### config.mk
export PLATFORM = sky130hd
export DESIGN_NAME = sfx_arbiter_flat
export DESIGN_NICKNAME = d
export VERILOG_FILES = /design/src/rtl/sfx_pkg.sv /design/src/rtl/sfx_arbiter_if.sv /design/src/rtl/sfx_tone_gen.sv /design/src/rtl/sfx_arbiter.sv /design/src/flat_wrapper.sv
export SDC_FILE = /design/constraint.sdc
export NUM_CORES = 1
export LEC_CHECK = 0
export ABC_AREA = 1
export BUFFER_PORTS_ARGS = -buffer_cell sky130_fd_sc_hd__buf_2
export CAP_MARGIN = 0
export CORE_UTILIZATION = 50
export DETAILED_ROUTE_END_ITERATION = 6
export GPL_ROUTABILITY_DRIVEN = 0
export PLACE_DENSITY_LB_ADDON = 0.3
export SLEW_MARGIN = 20
export SYNTH_ARGS = -nofsm -noshare
export SYNTH_HDL_FRONTEND = slang
export SYNTH_SLANG_ARGS = --single-unit
### constraint.sdc
create_clock -name CLK_50M -period 4.05 [get_ports CLK_50M]
set_clock_uncertainty 0.2 [all_clocks]
set_input_delay 0.2025 -clock CLK_50M [delete_from_list [all_inputs] [get_ports CLK_50M]]
set_output_delay 0.2025 -clock CLK_50M [all_outputs]
set_load 0.01 [all_outputs]
### src/rtl/sfx_pkg.sv
// Shared constants for the sound-effect arbiter: effect ids, tone/duration
// tables and the helpers that turn them into clock-cycle counts.
package sfx_pkg;

    localparam logic [1:0] SFX_CLICK = 2'd0;
    localparam logic [1:0] SFX_LAND  = 2'd1;
    localparam logic [1:0] SFX_LINE  = 2'd2;
    localparam logic [1:0] SFX_OVER  = 2'd3;

    localparam logic [1:0] GAME_IDLE = 2'b00;

    localparam int NUM_SFX = 4;
    localparam int SFX_FREQ_HZ [NUM_SFX] = '{1000, 500, 1500, 250};
    localparam int SFX_DUR_MS  [NUM_SFX] = '{20, 60, 150, 500};

    typedef enum logic [1:0] {
        ST_IDLE,
        ST_PLAY,
        ST_GAP
    } sfx_state_e;

    function automatic int half_period(int clk_hz, logic [1:0] id);
        return clk_hz / (2 * SFX_FREQ_HZ[id]);
    endfunction

    function automatic int dur_cycles(int clk_hz, logic [1:0] id);
        return SFX_DUR_MS[id] * (clk_hz / 1000);
    endfunction

    // Largest table entries at a given clock, used to size the counters.
    function automatic int max_half(int clk_hz);
        int m;
        m = 1;
        for (int i = 0; i < NUM_SFX; i++)
            if (half_period(clk_hz, 2'(i)) > m) m = half_period(clk_hz, 2'(i));
        return m;
    endfunction

    function automatic int max_dur(int clk_hz);
        int m;
        m = 1;
        for (int i = 0; i < NUM_SFX; i++)
            if (dur_cycles(clk_hz, 2'(i)) > m) m = dur_cycles(clk_hz, 2'(i));
        return m;
    endfunction

endpackage

### src/rtl/sfx_arbiter_if.sv
// Event/request and buzzer-side signals of the sound-effect arbiter.
interface sfx_arbiter_if;
    logic [1:0] game_state;
    logic [3:0] req;
    logic       mute;
    logic       beep;
    logic       busy;
    logic [1:0] active_id;
    logic [3:0] ack;

    modport master (
        output game_state, req, mute,
        input  beep, busy, active_id, ack
    );

    modport slave (
        input  game_state, req, mute,
        output beep, busy, active_id, ack
    );
endinterface

### src/rtl/sfx_tone_gen.sv
// Reloadable half-period square-wave divider; load restarts the tone high,
// enable lets it run, and the registered output is gated by mute.
module sfx_tone_gen #(
    parameter int HP_W = 8
) (
    input  logic            clk,
    input  logic            rst_n,
    input  logic            load,
    input  logic            enable,
    input  logic            mute,
    input  logic [HP_W-1:0] half,
    output logic            wave
);

    logic [HP_W-1:0] half_q, half_d;
    logic [HP_W-1:0] cnt_q, cnt_d;
    logic            tone_q, tone_d;
    logic            wave_q, wave_d;

    always_comb begin
        half_d = half_q;
        cnt_d  = cnt_q;
        tone_d = tone_q;
        if (load) begin
            half_d = half;
            cnt_d  = half - 1'b1;
            tone_d = 1'b1;
        end else if (enable) begin
            if (cnt_q == '0) begin
                cnt_d  = half_q - 1'b1;
                tone_d = ~tone_q;
            end else begin
                cnt_d = cnt_q - 1'b1;
            end
        end else begin
            tone_d = 1'b0;
        end
        wave_d = tone_d & (load | enable) & ~mute;
    end

    always_ff @(posedge clk or negedge rst_n) begin
        if (!rst_n) begin
            half_q <= '0;
            cnt_q  <= '0;
            tone_q <= 1'b0;
            wave_q <= 1'b0;
        end else begin
            half_q <= half_d;
            cnt_q  <= cnt_d;
            tone_q <= tone_d;
            wave_q <= wave_d;
        end
    end

    assign wave = wave_q;

endmodule

### src/rtl/sfx_arbiter.sv
// Four-source sound-effect arbiter: latches event pulses, grants the buzzer
// by fixed priority with preemption, and sequences PLAY/GAP per effect.
module sfx_arbiter #(
    parameter int CLK_HZ = 50_000_000,
    parameter int GAP_MS = 10
) (
    input  logic          CLK_50M,
    input  logic          RST_N,
    sfx_arbiter_if.slave  bus
);
    import sfx_pkg::*;

    localparam int HP_W    = $clog2(max_half(CLK_HZ) + 1);
    localparam int DUR_W   = $clog2(max_dur(CLK_HZ) + 1);
    localparam int GAP_CYC = GAP_MS * (CLK_HZ / 1000);
    localparam int GAP_W   = (GAP_CYC > 0) ? $clog2(GAP_CYC + 1) : 1;

    sfx_state_e       state_q, state_d;
    logic [3:0]       pending_q, pending_d;
    logic [1:0]       active_id_q, active_id_d;
    logic [3:0]       ack_q, ack_d;
    logic             busy_q, busy_d;
    logic [DUR_W-1:0] dur_q, dur_d;
    logic [GAP_W-1:0] gap_q, gap_d;

    logic             game_idle, abort, grant;
    logic [3:0]       mask, eff_req, cand, clr;
    logic [1:0]       top;
    logic [HP_W-1:0]  half_ld;

    // With the game idle only the game-over event is heard, and an effect
    // other than game-over is cut short so the jingle can outlive the core.
    always_comb begin
        game_idle = (bus.game_state == GAME_IDLE);
        mask      = game_idle ? 4'b1000 : 4'b1111;
        eff_req   = bus.req & mask;
        cand      = (pending_q & mask) | eff_req;
        top       = SFX_CLICK;
        for (int i = 0; i < 4; i++)
            if (cand[i]) top = 2'(i);
        abort     = game_idle && (state_q != ST_IDLE) && (active_id_q != SFX_OVER);
        half_ld   = HP_W'(half_period(CLK_HZ, top));
    end

    always_comb begin
        state_d     = state_q;
        active_id_d = active_id_q;
        ack_d       = '0;
        dur_d       = dur_q;
        gap_d       = gap_q;
        clr         = '0;
        grant       = 1'b0;
        unique case (state_q)
            ST_IDLE: grant = |cand;
            ST_PLAY: begin
                if (abort) begin
                    grant = |cand;
                    if (!grant) state_d = ST_IDLE;
                end else if (|cand && (top > active_id_q)) begin
                    grant = 1'b1;
                end else if (cand[active_id_q]) begin
                    // Retrigger: stretch the effect without touching tone phase.
                    ack_d[active_id_q] = 1'b1;
                    clr[active_id_q]   = 1'b1;
                    dur_d = DUR_W'(dur_cycles(CLK_HZ, active_id_q) - 1);
                end else if (dur_q == '0) begin
                    state_d = ST_GAP;
                    gap_d   = GAP_W'(GAP_CYC);
                end else begin
                    dur_d = dur_q - 1'b1;
                end
            end
            ST_GAP: begin
                if (abort || gap_q == '0) begin
                    grant = |cand;
                    if (!grant) state_d = ST_IDLE;
                end else begin
                    gap_d = gap_q - 1'b1;
                end
            end
            default: state_d = ST_IDLE;
        endcase

        if (grant) begin
            state_d     = ST_PLAY;
            active_id_d = top;
            ack_d[top]  = 1'b1;
            clr[top]    = 1'b1;
            dur_d       = DUR_W'(dur_cycles(CLK_HZ, top) - 1);
        end

        pending_d = ((pending_q & mask) | eff_req) & ~clr;
        busy_d    = (state_d != ST_IDLE);
    end

    always_ff @(posedge CLK_50M or negedge RST_N) begin
        if (!RST_N) begin
            state_q     <= ST_IDLE;
            pending_q   <= '0;
            active_id_q <= SFX_CLICK;
            ack_q       <= '0;
            busy_q      <= 1'b0;
            dur_q       <= '0;
            gap_q       <= '0;
        end else begin
            state_q     <= state_d;
            pending_q   <= pending_d;
            active_id_q <= active_id_d;
            ack_q       <= ack_d;
            busy_q      <= busy_d;
            dur_q       <= dur_d;
            gap_q       <= gap_d;
        end
    end

    sfx_tone_gen #(.HP_W(HP_W)) u_tone (
        .clk    (CLK_50M),
        .rst_n  (RST_N),
        .load   (grant),
        .enable (state_d == ST_PLAY),
        .mute   (bus.mute),
        .half   (half_ld),
        .wave   (bus.beep)
    );

    assign bus.busy      = busy_q;
    assign bus.active_id = active_id_q;
    assign bus.ack       = ack_q;

endmodule

### src/flat_wrapper.sv
// flat-port wrapper written by rule: the top's interface ports become plain ports
module sfx_arbiter_flat import sfx_pkg::*;
#(
    parameter int CLK_HZ = 50_000_000,
    parameter int GAP_MS = 10
)
  (CLK_50M, RST_N, bus_game_state, bus_req, bus_mute, bus_beep, bus_busy, bus_active_id, bus_ack);
  sfx_arbiter_if bus_i ();
  input  logic CLK_50M;
  input  logic RST_N;
  input wire logic [$bits(bus_i.game_state)-1:0] bus_game_state;
  input wire logic [$bits(bus_i.req)-1:0] bus_req;
  input wire logic [$bits(bus_i.mute)-1:0] bus_mute;
  output wire logic [$bits(bus_i.beep)-1:0] bus_beep;
  output wire logic [$bits(bus_i.busy)-1:0] bus_busy;
  output wire logic [$bits(bus_i.active_id)-1:0] bus_active_id;
  output wire logic [$bits(bus_i.ack)-1:0] bus_ack;
  assign bus_i.game_state = bus_game_state;
  assign bus_i.req = bus_req;
  assign bus_i.mute = bus_mute;
  assign bus_beep = bus_i.beep;
  assign bus_busy = bus_i.busy;
  assign bus_active_id = bus_i.active_id;
  assign bus_ack = bus_i.ack;
  sfx_arbiter #(.CLK_HZ(CLK_HZ), .GAP_MS(GAP_MS)) u_core (.CLK_50M(CLK_50M), .RST_N(RST_N), .bus(bus_i));
endmodule
* After elaboration in Yosys (flattened, before gate mapping)
Cells that the tools add are included.
** Operators by class
- Add/sub/neg operators :: 7
- $mul :: 2
- Divide/modulo/power cells :: 1
- Magnitude comparators :: 7
- Equal/unequal tests :: 12
- Shift-type cells :: 0
- Muxes and demuxes :: 54
- Bitwise operators :: 13
- Reductions and logical operators :: 19
** Operator list (count)
- $bmux 32 s2 :: 3
- $mux 25 :: 6
- $mux 32 :: 4
- $mux 19 :: 5
- $mul 32x13->21 const B :: 2
- $mux 31 :: 2
- $mux 17 :: 3
- $sub 17x1->17 const B :: 3
- $sub 25x2->25 const B :: 2
- $pmux 19 s2 :: 1
- $div 27x32->32 const A :: 1
- $logic_not 25->1 :: 1
- $sub 25x1->25 const B :: 1
- $mux 4 :: 5
- $logic_not 19->1 :: 1
- $sub 19x1->19 const B :: 1
- $mux 2 :: 9
- $logic_not 17->1 :: 1
- $ne 2x2->1 const B :: 7
- $and 4x4->4 :: 3
- $mux 1 :: 10
- $reduce_bool 2->1 :: 5
- $or 4x4->4 :: 2
- $ge 3x3->1 const B :: 2
- other kinds (23) :: 35
** Word-level totals
- Register bits :: 93
- Bits in latches :: 0
- Memory bits (writable) :: 0
- Bits in read-only memories :: 0
- Logic and storage cells :: 126
- Memories kept :: 0

* Logic depth before layout (Yosys ltp)
Gate-level depths: netlist (run 1).
- Depth in word-level cells :: 18
- Mapped depth :: 26

* By module
A second synthesis (run 1) with hierarchy kept.
** Unflattened totals
- Cells, all modules :: 1051
- Area total of the unflattened synthesis :: 7230.7 um^2
** Modules (own cells, without submodules)
- sfx_arbiter :: instances 1, cells an instance 717, area each 4929.7 um^2
- sfx_tone_gen :: instances 1, cells an instance 334, area each 2301.0 um^2

* Worst setup path after synthesis (run 1)
No wires, ideal clock.
- Path type :: flip-flop to flip-flop
- From :: register u_core.active_id_q[0], in the netlist u_core.bus.active_id[0]
- To :: register u_core.dur_q[20]
- Library setup time :: 0.133 ns
- Data arrival time :: 3.168 ns
- Data required time :: 3.717 ns
- Setup slack :: 0.549 ns
- Cell stages (with the launch flop) :: 15
- Buffers on the path :: 0
- Path through :: dfrtp_1 > inv_1 > ha_1 > inv_1 > ha_1 > fa_1 > ha_1 > a21oi_1 > o21ai_0 > a211oi_1 > and2_1 > xor2_1 > o21ai_0 > a21oi_1 > o21ai_0
** Between the ends
- Cells in the longest elaborated chain, start to end :: 11
- Elaborated cells between the ends (all ways) :: 27
- Those cells by class :: add/sub (1); mul (1); order compare (1); eq/ne (4); mux (14); bitwise (1); reduce/logical (5)
** RTL lines
- start, declared :: RTL line sfx_arbiter.sv:20 : logic [1:0] active_id_q, active_id_d;
- start signal, assigned :: RTL line sfx_arbiter.sv:108 : active_id_q <= active_id_d;
- $not 2->3 (implied by the code) :: RTL line sfx_pkg.sv:27 : return SFX_DUR_MS[id] * (clk_hz / 1000);
- $bmux 32 s2 :: RTL line sfx_pkg.sv:27
- $mux 32 (implied by the code) (2 in a row) :: RTL line sfx_pkg.sv:27
- $mul 32x13->21 :: RTL line sfx_pkg.sv:27
- $sub 25x2->25 :: RTL line sfx_arbiter.sv:65 : dur_d = DUR_W'(dur_cycles(CLK_HZ, active_id_q) - 1);
- $mux 25 :: RTL line sfx_arbiter.sv:61 : end else if (cand[active_id_q]) begin
- $mux 25 :: RTL line sfx_arbiter.sv:59 : end else if (|cand && (top > active_id_q)) begin
- $mux 25 :: RTL line sfx_arbiter.sv:56 : if (abort) begin
- $mux 25 :: RTL line sfx_arbiter.sv:53 : unique case (state_q)
- $mux 25 :: RTL line sfx_arbiter.sv:84 : if (grant) begin
- end signal, assigned :: RTL line sfx_arbiter.sv:111 : dur_q <= dur_d;
- end, declared :: RTL line sfx_arbiter.sv:23 : logic [DUR_W-1:0] dur_q, dur_d;
Parallel ways exist; a longest one is shown, timed or not. The select of a mux whose other input is x is not followed.
A chain may end at the register's enable or synchronous reset.

* Worst setup path in the final report (run 1)
- From :: input bus_req[2]
- To :: register u_core.u_tone.cnt_q[12]
** Between the ends
- Cells in the longest elaborated chain, start to end :: 12
- Elaborated cells between the ends (all ways) :: 29
- Those cells by class :: add/sub (1); div (1); order compare (1); eq/ne (1); mux (19); bitwise (3); reduce/logical (3)
** RTL lines
- start, declared :: RTL line flat_wrapper.sv:12 : input wire logic [$bits(bus_i.req)-1:0] bus_req;
- $and 4x4->4 (*) :: RTL line sfx_arbiter.sv:36 : eff_req = bus.req & mask;
- $or 4x4->4 (*) :: RTL line sfx_arbiter.sv:37 : cand = (pending_q & mask) | eff_req;
- parallel branches: the longest is 10 deep, another holds $div 27x32->32
- end signal, assigned :: RTL line sfx_tone_gen.sv:49 : cnt_q <= cnt_d;
- end, declared :: RTL line sfx_tone_gen.sv:16 : logic [HP_W-1:0] cnt_q, cnt_d;
Every way passes the cells marked *. The select of a mux whose other input is x is not followed.

==> impl_metrics.ini, run 1 <==
[finish]
final_util_pct = 56.75
area_growth_syn_to_layout_pct = 9.842
final_nets = 1015
n_antenna_cell = 0
stdcell_count = 1145
drive_gt1_share_pct = 8.222

[sta]
period_needed_ns = 3.604
slew_headroom_pct = 47.22
max_clock_freq_mhz = 277.5
worstMarginPinSlew_ns = 0.7917
hold_ws_ns = 0.07713
fin_crit_sh_pct = 88.98
report.final.setup_viol = 0
finalHoldViolations = 0
tns_ns = 0
maxSlewViolCount = 0
rsz0062_at_grt = no

[critical_path]
worstPathArrival_ns = 3.64
crit_buf_inv = 4
startpoint = bus_req[2]
slowest_delay_ns = 0.53
critPathSlowestCell = dlygate4sd3_1
required_ns = 4.09
crit_chain = dlygate4sd3_1, buf_2, nor2_1, nand3_1, nand2_1, inv_1, ha_1, nand2_1, o21ai_0, nand3_1, nand2_1, nand2_2, nand2_2, buf_4, nand2_1, nand2_1, nor2_1, nand2_1, nor2_1, nand2_1, nand2_1, nand2_1, nand2_1, nand2_1
cp_top_family = simple AND/OR/NAND/NOR gates
path_class = in -> reg
critical_path.most_common_cell = nand2_1
r2r_slack_ns = 0.54
cp_max_fo = 19
cp.depth = 24
r2r_end = u_core.dur_q[20]
start_kind = input port
crit_path_end_kind = register
reg2regPathDepth = 13
endpoint = u_core.u_tone.cnt_q[12]
timing.rr.start = u_core.bus.active_id[1]

[clock_tree]
numCtsBuffers = 9
cts_buffer_depth = 2
postCtsSetupBuffers = 0
htreeDepth = 3
clk_root_buffer_cell = clkbuf_16
clk_latency_ns = 0.35
path_clk_slew_ns = 0.06
cts_tree = built
clock_sinks = 89

[yosys]
synth_most_common_cell = nand2_1
synth_area_um2 = 6573
synth_cells = 947
synth.top_cells.by_area = dfrtp_1, nand2_1, inv_1
yosys_warnings = 0
synth_edf_count = 0
synth_top_area_share_pct = 33.89
synth_nets = 994
yosysSeqAreaShare_pct = 33.89
synth_top_area_cell = dfrtp_1
synth_cell_types = 50
syn_avg_cell_area_um2 = 6.940
ys_top_cells_by_count = nand2_1, inv_1, nor2_1, dfrtp_1, o21ai_0
ys.flop_type = dfrtp_1
ys_seq_elements = 89
synth-async-reset-ratio_pct = 100.0

[global_route]
grt-ovfl-total = 0
grt_pass1_vias = 5683
grt_start_max_net_pins = 64
grt_pass1_wl_mm = 27.66
antenna_found_initial = 0
grt.total_usage_pct = 26.38

[worst_hold_path]
hp-class = in -> reg

[placement]
dp_cells = 1126
dp_hpwl_mm = 12.45
portBuffers = 16

[floorplanning]
coreArea_um2 = 12720
fp.dieArea_um2 = 13610
rows = 41
die_h_um = 116.7
start_util_pct = 51.66
io_pins = 17
die_width_um = 116.7

[outcome]
status = finished clean

[routing]
routed_wl_mm = 16.83
drtAntennaViolNets = 0
vias_per_cell = 5.403
routedWlPerCell_um = 14.70
vias = 6186
drcViolationCount = 0
drt_iter0_markers = 518
dr.pass1.iters = 5

[job]
max_cap_viol_count = 0
## worst min path at each step
stage	start	endpoint	slack (ns)	cells past startpoint
6_report	bus_game_state[0]	u_core.pending_q[2]	0.08	5
5_1_grt	bus_game_state[0]	u_core.pending_q[2]	0.12	5
4_1_cts	bus_game_state[0]	u_core.pending_q[2]	0.08	5
3_5_place_dp	RST_N	u_core.gap_q[10]	0.15	1
3_3_place_gp	RST_N	u_core.gap_q[10]	0.15	1
2_1_floorplan	RST_N	u_core.bus.ack[0]	-0.29	0
## layer usage
layer / wire, um / vias up / track usage, %
met5: 0 / - / 0
met4: 438 / 0 / 8.776
met3: 1022 / 39 / 6.175
met2: 7621 / 215 / 41.62
met1: 7744 / 2845 / 35.69
li1: - / 3087 / -
## stage by stage
step	worst slack [ns]	instance area [um^2]
finish	0.4463	7219
global route	0.1371	7219
CTS	0.5341	7219
detailed placement	0.5550	6834
global placement	0.6151	6834
floorplan	0.5493	6573
## cells by family after synthesis
logic type               share of synthesized area, %
adder cells (fa/ha/maj)                         7.462
AND/OR/NAND/NOR                                 32.12
AO/OA/AOI/OAI                                   13.23
flip-flops                                      33.89
buffers and inverters                           9.975
XOR/XNOR                                        3.331
## registers in the layout (all words and copies together), names as in the netlist, 2 cells and up
name and cells:
u_core.dur_q 25, u_core.gap_q 19, u_core.u_tone.cnt_q 17, u_core.u_tone.half_q 13, u_core.bus.ack 4, u_core.pending_q 4, u_core.bus.active_id 2, u_core.state_q 2
## layout by cell type, fill, tap and decap left out, types with 4 or more instances in the layout
cell type / instances
xnor2_1: 7
nand4_1: 11
nand3b_1: 4
nor3_1: 14
buf_4: 12
nor4_1: 6
o21ai_0: 72
a31oi_1: 7
nor2_1: 103
nand3_1: 54
a21oi_1: 29
o22ai_1: 8
nand2_2: 8
clkbuf_16: 9
xor2_1: 18
nor2_4: 4
ha_1: 36
dfrtp_1: 89
inv_1: 139
buf_2: 15
nand2_1: 257
a22oi_1: 4
nor2_2: 9
o31ai_1: 5
o211ai_1: 8
## area by class of cell
cell class | count | area, um^2
Inverter | 143 | 536.8
Timing Repair Buffer | 30 | 195.2
Multi-Input combinational cell | 695 | 3690
Fill cell | 1246 | 5503
Clock buffer | 12 | 256.5
Clock inverter | 4 | 98.84
Sequential cell | 89 | 2227
Tap cell | 172 | 215.2
## what timing repair did
item | CTS | global route
hold buffers | 3 | 0
hold endpoints to repair | 64 | 0
gates resized for setup | 0 | 0
## worst min-delay path, cell delays in order
cell and delay [ns]:
buf_2 0.11, inv_1 0.04, nand2_1 0.08, o21ai_2 0.10, nor2_1 0.05
Power of run 1 is left out: the tool's default activity adds up to more than one toggle a clock period on the data nets, which glitch-free logic cannot reach.
==> run 2: changes to the inputs <==
--- a/config.mk
+++ b/config.mk
@@ -15,4 +15,5 @@
 export SLEW_MARGIN = 20
 export SYNTH_ARGS = -nofsm -noshare
 export SYNTH_HDL_FRONTEND = slang
+export SYNTH_HIERARCHICAL = 1
 export SYNTH_SLANG_ARGS = --single-unit
==> run 2 against run 1 <==
- final cell count up 9.2%
- clock-buffer cell count down 1
- non-clock buffer count decreased by 3
- register-to-register slack lost 0.18 ns
- global-route usage decreased by 0.81 points
- worst hold slack got worse by 0.031 ns
- sequential share of layout area fell by 0.89 points
==> impl_metrics.ini, run 2 <==
[yosys]
ys_seq_elements = 93
synth_cells = 1051
synthAdderAreaFrac_pct = 6.783
synthXorXnorAreaFrac_pct = 4.603
yosysSeqAreaShare_pct = 32.19
ys.flop_type = dfrtp_1
synth.top_cells.by_area = dfrtp_1, nand2_1, ha_1
synth_top_area_share_pct = 32.19
synth_nets = 1098
synth-compound-area-share_pct = 7.216
synth-simple-area-share_pct = 40.56
synth_cell_types = 45
synth_area_um2 = 7231
synth_edf_count = 0
synth-async-reset-ratio_pct = 100.0
syn_avg_cell_area_um2 = 6.880
yosys_warnings = 6
ys_top_cells_by_count = nand2_1, nor2_1, inv_1, dfrtp_1, nand3_1
synth_top_family_by_area = simple AND/OR/NAND/NOR gates
synth_top_area_cell = dfrtp_1
synthMuxAreaShare_pct = 0
synth_most_common_cell = nand2_1

[finish]
top_regs = u_core/dur_q (25), u_core/gap_q (19)
n_antenna_cell = 0
final_common_cell = nand2_1
regMostFlops = u_core/dur_q
stdcell_count = 1250
area_growth_syn_to_layout_pct = 7.441
multi_input_area_um2 = 4278
regArea_um2 = 2327
drive_gt1_share_pct = 11.50
largest_reg_flops = 25
mostFrequentLayoutCells = nand2_1, nor2_1, inv_1, dfrtp_1, nand3_1
final_nets = 1113
n_fill_cell = 1377

[critical_path]
critical_path.most_common_cell = nand2_1
slowest_delay_ns = 0.54
worstPathArrival_ns = 3.72
start_kind = register
cp_top_family = adder cells
cp_max_fo = 13
required_ns = 4.09
path_class = reg -> reg
crit_path_end_kind = register
crit_buf_inv = 2
critPathSlowestCell = dfrtp_1
crit_chain = inv_2, ha_1, inv_1, ha_1, fa_1, ha_1, nand2_1, o21ai_0, nand2_1, nand2_1, nand2_1, nand3_1, nand2_1, nor2_1, o22ai_2

[global_route]
grt.total_usage_pct = 25.57
grt_start_max_net_pins = 63
grt-ovfl-total = 0
antenna_found_initial = 0
busiest_layer = met2
grt_pass1_vias = 6145
use_met3_pct = 4.275
grt_pass1_wl_mm = 29.77
use_met2_pct = 42.59
grt_use_met1_pct = 33.70

[sta]
tns_ns = 0
maxSlewViolCount = 0
finalHoldViolations = 0
report.final.setup_viol = 0
worstMarginPinSlew_ns = 0.8307
slew_headroom_pct = 44.62
fin_crit_sh_pct = 90.99
max_clock_freq_mhz = 271.4
rsz0062_at_grt = no
period_needed_ns = 3.685

[floorplanning]
fp.dieArea_um2 = 14950
die_h_um = 122.3
start_util_pct = 51.69
coreArea_um2 = 13990
die_width_um = 122.3
rows = 43
io_pins = 17

[clock_tree]
clk_root_buffer_cell = clkbuf_16
postCtsSetupBuffers = 0
path_clk_slew_ns = 0.06
clk_latency_ns = 0.35
cts_tree = built
clock_sinks = 93
cts_buffer_depth = 2
htreeDepth = 3
numCtsBuffers = 9

[placement]
dp_cells = 1233
portBuffers = 16
dp_hpwl_mm = 12.97

[routing]
drtAntennaViolNets = 0
routedWlPerCell_um = 14.01
routed_wl_mm = 17.51
vias = 6522
drcViolationCount = 0
drt_iter0_markers = 496
dr.pass1.iters = 5
vias_per_cell = 5.218

[pwr]
power_density_nw_per_um2 = 880.2
p_int_mw = 3.273
power_switching_mw = 3.564
netSwitchingFraction_pct = 52.13
p_seq_share_pct = 22.4
vdd_drop_max_mv = 0.5587
leakage_nw = 3.943
clockPowerShare_pct = 13.1
pwr-share-comb_pct = 64.4

[outcome]
status = finished clean

[worst_hold_path]
hp-class = in -> reg

[job]
max_cap_viol_count = 0
[run 2: cell count changes after synthesis, sizes merged, moves of 5 or more]
cell | before | now
buf | 13 | 19
nand2 | 266 | 375
o21ai | 77 | 47
nand3 | 57 | 98
nor2 | 116 | 146
xnor2 | 7 | 15
inv | 142 | 121
nor3 | 17 | 8
a21oi | 30 | 19
xor2 | 18 | 23
o31ai | 5 | 0
nor4 | 7 | 1
o22ai | 8 | 3
[run 2: power groups by stage]
stage / Combinational, mW / Clock [mW] / Sequential, mW
after floorplan: 3.44 / 0 / 1.49
after global placement: 4.29 / 0 / 1.55
after detailed placement: 4.37 / 0 / 1.55
after CTS: 4.39 / 0.925 / 1.53
after global routing: 5.01 / 0.953 / 1.58
final: 4.41 / 0.898 / 1.53
[run 2: kinds of logic (layout without fill, tap and decap cells)]
kind of cell	Yosys count	count (layout)
simple gates	650	650
buf+inv	145	164
flops	93	93
compound gates	87	87
fa+ha+maj	38	38
xor+xnor	38	38
[run 2: final timing paths]
kind,start,endpoint,slack (ns),cells after the start
worst max-delay path,u_core/bus.active_id[0],u_core/dur_q[17],0.36,15
worst min-delay path,bus_req[0],u_core/pending_q[0],0.05,5
worst max register to register,u_core/bus.active_id[0],u_core/dur_q[17],0.36,15
worst min register to register,u_core/u_tone/half_q[16],u_core/u_tone/half_q[16],0.28,2
max in group asynchronous,RST_N,u_core/dur_q[12],2.43,3
min in group asynchronous,RST_N,u_core/gap_q[15],0.27,2
[run 2: area by class of cell]
class | count | share of cell area (%)
Clock buffer | 11 | 2.996
Clock inverter | 4 | 0.9502
Inverter | 122 | 5.943
Multi-Input combinational cell | 813 | 55.07
Sequential cell | 93 | 29.96
Tap cell | 180 | 2.899
Timing Repair Buffer | 27 | 2.190
[run 2: per-stage QoR]
| step | worst slack [ns] | power (mW) | hold slack (ns) | instance area (um^2) | utilization (%) |
|---|---|---|---|---|---|
| after floorplan | 0.3221 | 4.934 | -0.2931 | 7231 | - |
| after global placement | 0.4556 | 5.836 | 0.1450 | 7442 | 53.20 |
| after detailed placement | 0.3945 | 5.912 | 0.1525 | 7442 | 53.20 |
| after CTS | 0.3797 | 6.845 | 0.04007 | 7769 | 55.54 |
| after global routing | 0.08536 | 7.538 | 0.09181 | 7769 | 55.54 |
| final | 0.3648 | 6.838 | 0.04652 | 7769 | 55.54 |
[run 2: repair_timing]
action | CTS | global route
hold buffers | 2 | 0
endpoints found under the setup margin | 0 | 0
gates resized for setup | 0 | 0
endpoints found under the hold margin | 62 | 0
[run 2: tightest hold or removal path, stage by stage]
cell and delay [ns]:
buf_2 0.09, inv_1 0.04, nand2_1 0.06, nand2_1 0.11, nor2_1 0.05
[run 2: metal layers]
metal,vias to the layer above,share of wire [%]
met1,3033,46
met2,127,48
met3,25,3.7
met5,-,0
li1,3337,-
met4,0,2.1
Note: power is estimated with default switching activity, not from simulation.
==> run 3: changes to the inputs <==
--- a/config.mk
+++ b/config.mk
@@ -12,6 +12,7 @@
 export DETAILED_ROUTE_END_ITERATION = 6
 export GPL_ROUTABILITY_DRIVEN = 0
 export PLACE_DENSITY_LB_ADDON = 0.3
+export SETUP_SLACK_MARGIN = 0.5
 export SLEW_MARGIN = 20
 export SYNTH_ARGS = -nofsm -noshare
 export SYNTH_HDL_FRONTEND = slang
==> run 3 against run 2 <==
- via count rose by 0.63%
- die area did not move
- routed wire length barely moved
- flip-flop and latch count did not move
- largest cell class unchanged
- highest routed layer unchanged
==> impl_metrics.ini, run 3 (same netlist as run 2, synthesis figures left out) <==
[outcome]
status = finished clean

[critical_path]
r2r_end = u_core/u_tone/cnt_q[11]
crit_chain = inv_1, nand2_1, nand2_2, o21ai_4, inv_2, ha_1, nand2_1, nand2_1, nand3_1, nand3_1, nand2_4, clkinvlp_4, buf_4, buf_12, nand2_1, nand2_1, nor2_1, nand2_1, nor2_4, nand3_1, nand2_1, nand2_1, nand2_1
crit_buf_inv = 5
cp.depth = 23
path_class = reg -> reg
cp_top_family = simple AND/OR/NAND/NOR gates
start_kind = register
reg2regPathDepth = 23
critPathSlowestCell = dfrtp_1
critical_path.most_common_cell = nand2_1
r2r_slack_ns = 0.67
worstPathArrival_ns = 3.47
startpoint = u_core/pending_q[1]
crit_path_end_kind = register
slowest_delay_ns = 0.32
cp_max_fo = 22
endpoint = u_core/u_tone/cnt_q[11]
required_ns = 4.14
timing.rr.start = u_core/pending_q[1]

[routing]
routedWlPerCell_um = 13.88
drtAntennaViolNets = 0
dr.pass1.iters = 5
vias = 6563
routed_wl_mm = 17.52
drt_iter0_markers = 475
drcViolationCount = 0
vias_per_cell = 5.200

[clock_tree]
clk_latency_ns = 0.35
cts_buffer_depth = 2
path_clk_slew_ns = 0.07
cts_tree = built
numCtsBuffers = 9
clk_root_buffer_cell = clkbuf_16
clock_sinks = 93
htreeDepth = 3

[global_route]
grt_start_max_net_pins = 68
grt.total_usage_pct = 25.47
grt_pass1_wl_mm = 29.81
grt_pass1_vias = 6187
antenna_found_initial = 0
grt-ovfl-total = 0

[sta]
rsz0062_at_grt = yes
finalHoldViolations = 0
tns_ns = 0
fin_crit_sh_pct = 83.36
max_clock_freq_mhz = 296.2
maxSlewViolCount = 0
hold_ws_ns = 0.06147
slew_headroom_pct = 42.32
worstMarginPinSlew_ns = 0.8653
period_needed_ns = 3.376
report.final.setup_viol = 0
fin_ws_ns = 0.6738

[placement]
dp_cells = 1230
place_ws_ns = 0.3242
dp_hpwl_mm = 12.95
portBuffers = 16

[finish]
n_antenna_cell = 0
stdcell_count = 1262
drive_gt1_share_pct = 13.59
area_growth_syn_to_layout_pct = 9.604
final_common_cell = nand2_1
largest_reg_flops = 25
mostFrequentLayoutCells = nand2_1, nor2_1, inv_1, dfrtp_1, nand3_1
final_nets = 1124
top_regs = u_core/dur_q (25), u_core/gap_q (19)
regMostFlops = u_core/dur_q

[pwr]
leakage_nw = 3.987
vdd_drop_max_mv = 0.5503
power_density_nw_per_um2 = 886.7

[worst_hold_path]
hp-class = in -> reg
worstHoldStart = bus_req[0]

[floorplanning]
start_util_pct = 51.69
rows = 43
coreArea_um2 = 13990
die_h_um = 122.3
die_width_um = 122.3
fp.dieArea_um2 = 14950
io_pins = 17

[job]
max_cap_viol_count = 0
run 3: layer usage:
metal | global-route usage (%) | part of all wire (%)
met1 | 33.77 | 45
met2 | 42.17 | 49
met3 | 4.693 | 4.0
met4 | 7.698 | 1.7
met5 | 0 | 0
run 3: timing repair:
item / CTS / global route
buffers inserted: 6 / 8
gates cloned: 0 / 0
pin swaps: 1 / 3
hold endpoints to repair: 67 / 0
setup endpoints to repair: 18 / 19
hold buffers: 2 / 0
resized for setup: 3 / 12
run 3: worst min-delay path by stage:
stage	to	slack, ns	cells after the start
after floorplan	u_core/bus.ack[0]	-0.29	0
after global routing	u_core/u_tone/half_q[10]	0.09	5
final	u_core/pending_q[0]	0.06	5
after global placement	u_core/gap_q[15]	0.18	1
after detailed placement	u_core/gap_q[15]	0.17	1
after CTS	u_core/pending_q[0]	0.05	5
run 3: area by class of cell:
| type | instances | area (um^2) |
|---|---|---|
| Clock buffer | 14 | 274.0 |
| Clock inverter | 2 | 16.27 |
| Fill cell | 1341 | 6063 |
| Inverter | 122 | 465.4 |
| Multi-Input combinational cell | 813 | 4337 |
| Sequential cell | 93 | 2330 |
| Tap cell | 180 | 225.2 |
| Timing Repair Buffer | 38 | 277.8 |
run 3: tightest hold or removal path: stages:
cell and delay [ns]:
buf_2 0.09, inv_1 0.04, nand2_1 0.06, nand2_1 0.12, nor2_1 0.06
run 3: power breakdown:
group	internal [mW]	leakage (nW)	switching, mW
Sequential	1.28	1.11	0.255
Clock	0.468	0.139	0.354
Combinational	1.60	2.74	3.06
run 3: through the flow:
| step | power (mW) | utilization, % | instance area [um^2] |
|---|---|---|---|
| 3_5_place_dp | 5.955 | 53.31 | 7457 |
| 5_1_grt | 7.705 | 56.65 | 7925 |
| 3_3_place_gp | 5.908 | 53.31 | 7457 |
| 4_1_cts | 6.901 | 55.93 | 7824 |
| 2_1_floorplan | 4.942 | - | 7243 |
| 6_report | 7.027 | 56.65 | 7925 |
